--- config.mk ---
export PLATFORM = sky130hd
export DESIGN_NAME = mouse_cursor_tracker
export DESIGN_NICKNAME = d
export VERILOG_FILES = /design/src/rtl/mouse_cursor_tracker.sv
export SDC_FILE = /design/constraint.sdc
export NUM_CORES = 1
export LEC_CHECK = 0
export CAP_MARGIN = 20
export CORE_MARGIN = 4
export CORE_UTILIZATION = 57
export DETAILED_ROUTE_END_ITERATION = 10
export GPL_ROUTABILITY_DRIVEN = 0
export PLACE_DENSITY = 0.8
export SLEW_MARGIN = 20
export SYNTH_ARGS = -nofsm -noshare
export SYNTH_HDL_FRONTEND = slang
export SYNTH_SLANG_ARGS = --single-unit
export TNS_END_PERCENT = 100
--- constraint.sdc ---
create_clock -name clk -period 3.32 [get_ports clk]
set_input_delay 0.664 -clock clk [delete_from_list [all_inputs] [get_ports clk]]
set_output_delay 0.664 -clock clk [all_outputs]
set_load 0.005 [all_outputs]
--- src/rtl/mouse_cursor_tracker.sv ---
// mouse_cursor_tracker: turns relative mouse packets into a bounded absolute cursor position.
// Define CURSOR_WRAP_EN to wrap at the screen edges instead of saturating.
module mouse_cursor_tracker #(
    parameter int H_MAX     = 639,
    parameter int V_MAX     = 479,
    parameter int X_INIT    = 320,
    parameter int Y_INIT    = 240,
    parameter int DIV_SHIFT = 0
) (
    input  logic       clk,
    input  logic       reset,
    input  logic       m_done_tick,
    input  logic [8:0] xm,
    input  logic [8:0] ym,
    input  logic       btnm,
    output logic [9:0] cursor_x,
    output logic [9:0] cursor_y,
    output logic       btn_level,
    output logic       pos_valid_tick,
    output logic       click_tick,
    output logic       drop_tick,
    output logic       busy
);
    typedef enum logic [1:0] {IDLE, CALC, LIMIT, COMMIT} state_t;
    localparam logic signed [11:0] HM = 12'(H_MAX);
    localparam logic signed [11:0] VM = 12'(V_MAX);
    state_t state, state_n;
    logic [8:0] cap_x, cap_y, pend_x, pend_y;
    logic cap_b, pend_b, pend_v;
    logic signed [11:0] dx, dy, nx, ny;
    logic [9:0] lx, ly;
    assign dx   = $signed({{3{cap_x[8]}}, cap_x}) >>> DIV_SHIFT;
    assign dy   = $signed({{3{cap_y[8]}}, cap_y}) >>> DIV_SHIFT;
    assign busy = state != IDLE;
    always_comb begin
        state_n = state;
        case (state)
            IDLE:    state_n = m_done_tick ? CALC : IDLE;
            CALC:    state_n = LIMIT;
            LIMIT:   state_n = COMMIT;
            default: state_n = (pend_v || m_done_tick) ? CALC : IDLE;
        endcase
    end
    always_comb begin
`ifdef CURSOR_WRAP_EN
        lx = 10'(nx < 0 ? nx + HM + 12'sd1 : nx > HM ? nx - HM - 12'sd1 : nx);
        ly = 10'(ny < 0 ? ny + VM + 12'sd1 : ny > VM ? ny - VM - 12'sd1 : ny);
`else
        lx = 10'(nx < 0 ? 12'sd0 : nx > HM ? HM : nx);
        ly = 10'(ny < 0 ? 12'sd0 : ny > VM ? VM : ny);
`endif
    end
    // Outputs load on the LIMIT->COMMIT edge so they are visible during COMMIT itself.
    always_ff @(posedge clk or posedge reset) begin
        if (reset) begin
            state          <= IDLE;
            cursor_x       <= 10'(X_INIT);
            cursor_y       <= 10'(Y_INIT);
            btn_level      <= 1'b0;
            pos_valid_tick <= 1'b0;
            click_tick     <= 1'b0;
            drop_tick      <= 1'b0;
            nx             <= '0;
            ny             <= '0;
        end else begin
            state          <= state_n;
            pos_valid_tick <= state == LIMIT;
            click_tick     <= state == LIMIT && cap_b && !btn_level;
            drop_tick      <= m_done_tick && pend_v && (state == CALC || state == LIMIT);
            if (state == CALC) begin
                nx <= $signed({2'b00, cursor_x}) + dx;
                ny <= $signed({2'b00, cursor_y}) - dy;
            end
            if (state == LIMIT) begin
                cursor_x  <= lx;
                cursor_y  <= ly;
                btn_level <= cap_b;
            end
        end
    end
    // COMMIT drains the pending slot into capture, so a packet arriving then is never dropped.
    always_ff @(posedge clk or posedge reset) begin
        if (reset) begin
            cap_x  <= '0;
            cap_y  <= '0;
            cap_b  <= 1'b0;
            pend_x <= '0;
            pend_y <= '0;
            pend_b <= 1'b0;
            pend_v <= 1'b0;
        end else if (state == IDLE || (state == COMMIT && !pend_v)) begin
            if (m_done_tick) begin
                cap_x <= xm;
                cap_y <= ym;
                cap_b <= btnm;
            end
        end else if (state == COMMIT) begin
            cap_x  <= pend_x;
            cap_y  <= pend_y;
            cap_b  <= pend_b;
            pend_v <= m_done_tick;
            if (m_done_tick) begin
                pend_x <= xm;
                pend_y <= ym;
                pend_b <= btnm;
            end
        end else if (m_done_tick) begin
            pend_x <= xm;
            pend_y <= ym;
            pend_b <= btnm;
            pend_v <= 1'b1;
        end
    end
endmodule
==> results.sh <==
export IMPL_swShare=0.427
export IMPL_synthMuxAreaShare=0.122
export IMPL_die_h_um=99.1
export IMPL_die_area_mm2=0.00982
export IMPL_first_global_vias=3393
export IMPL_die_w_um=99.1
export IMPL_cts_sinks=89
export IMPL_clk_latency_ps=350
export IMPL_ys_top_cells_by_count="83 x dfrtp_1, 38 x inv_1, 32 x nand2_1"
export IMPL_tritoncts="done"
export IMPL_grt_max_degree=50
export IMPL_clkPwrFrac=0.110
export IMPL_synth_compound_area_share=0.164
export IMPL_synth_top_area_frac=0.439
export IMPL_placement_rows=32
export IMPL_yosys_warnings=0
export IMPL_synthAdderAreaFrac=0.0772
export IMPL_antennaDiodeCount=0
export IMPL_ys_types=60
export IMPL_finalPower_uw=6210
export IMPL_wl_met3_um=474
export IMPL_routed_via_density=5.70
export IMPL_initial_core_util=0.600
export IMPL_rsz0062_at_grt="no"
export IMPL_p_leak_uw=0.00250
export IMPL_fin_setup_tns_ps=0
export IMPL_hp_class="reg2reg"
export IMPL_finalCriticalPeriod_ps=2330
export IMPL_critical_path_class="reg2out"
export IMPL_seqPwrFrac=0.333
export IMPL_maxSlewViolCount=0
export IMPL_area_growth_pct=15.8
export IMPL_grt_antenna_before_repair=0
export IMPL_io_pins=47
export IMPL_design_core_area_mm2=0.00789
export IMPL_post_cts_setup_buffer_count=0
export IMPL_crit_fanout=4
export IMPL_cts_buffer_depth=2
export IMPL_finalHoldViolations=0
export IMPL_relSlewSlack=0.700
export IMPL_crit_required_ps=2660
export IMPL_cts_resized=0
export IMPL_met2WireLength_um=4450
export IMPL_top_layer_used="met4"
export IMPL_internal_power_uw=3560
export IMPL_fin_skew_ps=7.71
export IMPL_drt_initial_drc_count=117
export IMPL_synth_area_leader_cell="dfrtp_1"
export IMPL_hold_buffers=0
export IMPL_syn_num_nets=498
export IMPL_yosys_area_share_simple=0.0947
export IMPL_syn_area_per_cell_um2=10.6
export IMPL_num_vias=3417
export IMPL_root_buffer="clkbuf_8"
export IMPL_synthTopCellsByArea="dfrtp_1 44%, ha_1 6.9%, mux2i_1 4.9%"
export IMPL_async_flop_share=1.00
export IMPL_synth_xor_area_frac=0.0185
export IMPL_synth_seq_area_share=0.472
export IMPL_first_pass_iters=4
export IMPL_synth_most_common_cell="dfrtp_1"
export IMPL_grt_overflow=0
export IMPL_cp_arrival_ps=1660
export IMPL_synth_edf_count=0
export IMPL_endpoint_kind="output pin"
export IMPL_ys_ff_latch=89
export IMPL_drv_cap=0
export IMPL_routedLengthMet1_um=4390
export IMPL_power_net_switching_uw=2650
export IMPL_cts_buffers=9
export IMPL_fin_nets=543
export IMPL_drive_gt1_frac=0.108
export IMPL_port_buffers=46
export IMPL_tightest_slew_ps=448
export IMPL_grt_first_pass_wirelength_um=16300
export IMPL_wl_per_cell_um=15.9
export IMPL_powerDensity_mw_per_mm2=1130
export IMPL_hpwl_um=6900
export IMPL_power_frac_comb=0.557
export IMPL_cp_start_kind="register"
export IMPL_status="finished, final reports clean"
export IMPL_synth_top_family_by_area="compound AO/OA/AOI/OAI gates"
export IMPL_syn_area_mm2=0.00473
export IMPL_fin_crit_sh=0.701
export IMPL_grt_use_total=0.205
export IMPL_multi_input_area_mm2=0.00227
export IMPL_drt_total_wl_um=9570
export IMPL_cts_clk_slew_worst_paths_ps=90
export IMPL_syn_instance_count=448
export IMPL_fillCellCount=577
export IMPL_fmax_mhz=430
export IMPL_ir_drop_mv=0.458
export IMPL_ant_nets=0
export IMPL_regArea_mm2=0.00223
export IMPL_htreeDepth=3
export IMPL_setup_viol=0
export IMPL_synth_main_ff_cell="dfrtp_1"
export IMPL_drcViolationCount=0
critical path, stage by stage, from the launching register on:
cell,delay [ps]
dfrtp_1,400
inv_1,90
ha_1,230
inv_1,90
clkdlybuf4s50_1,500
cells by family (layout without fill, tap and decap cells):
logic type,Yosys count,in the layout
xor gates and xnor gates,10,10
adders and majority gates,28,28
buffers and inverters,58,108
DFF,89,89
AOI/OAI and AO/OA,113,113
and+or+nand+nor,96,96
muxes,54,54
per-layer routing:
layer  global-route usage  vias to the layer above
met5                    0                        -
met1                0.289                     1636
met4               0.0914                        0
met2                0.321                       82
met3               0.0259                       18
li1                     -                     1681
worst paths after layout:
path / start / to / slack (ps) / depth (start not counted)
worst max-delay path: state[1] / busy / 990 / 4
worst min-delay path: btn_level / click_tick / 450 / 1
worst max register to register: state[1] / pend_x[6] / 1040 / 5
worst min register to register: btn_level / click_tick / 450 / 1
max in group asynchronous: reset / cursor_x[6] / 2080 / 3
min in group asynchronous: reset / cap_x[8] / 560 / 2
area by class of cell:
class / instances / area share
flip-flops and latches: 89 / 0.408
clock inverters: 6 / 0.00914
well taps: 102 / 0.0233
repair buffers: 52 / 0.0946
multi-input cells: 301 / 0.414
inverters: 40 / 0.0276
clock buffers: 10 / 0.0233
state kept, by name, summed over array words and instances (netlist names):
name and flops:
drop_tick 1, cursor_x 10, cap_b 1, btn_level 1
cap_x 9, click_tick 1, nx 12, pend_v 1
pend_x 9, state 2, ny 12, pos_valid_tick 1
pend_b 1, cap_y 9, pend_y 9, cursor_y 10
through the flow:
step	setup slack [ps]	hold slack (ps)	util	std cells	cell area [um^2]
finish	993	448	0.694	600	5480
global route	872	481	0.694	600	5480
floorplan	359	445	-	448	4730
detailed placement	1020	438	0.672	584	5300
CTS	977	450	0.694	600	5480
global placement	1120	431	0.672	584	5300
layout by cell type (no fill, tap or decap), types with 6 or more instances in the layout:
| cell type | count |
|---|---|
| nand3_1 | 13 |
| dfrtp_1 | 83 |
| o21ai_0 | 22 |
| inv_1 | 37 |
| mux2_2 | 12 |
| dfstp_2 | 6 |
| nor3_1 | 6 |
| nand2_1 | 32 |
| clkbuf_8 | 9 |
| nor2_1 | 22 |
| ha_1 | 26 |
| xnor2_1 | 6 |
| a21o_1 | 6 |
| o21ai_1 | 21 |
| a21oi_1 | 14 |
| o211ai_1 | 13 |
| mux2_1 | 19 |
| mux2i_1 | 22 |
| clkdlybuf4s50_1 | 46 |
power by group through the flow:
stage	Combinational, uW	Sequential, uW	Clock [uW]
global placement	3320	2050	0
detailed placement	3440	2080	0
floorplan	2610	1970	0
global route	3880	2130	734
finish	3460	2070	682
CTS	3460	2060	695
No activity file was read; power rests on OpenSTA's default activity.
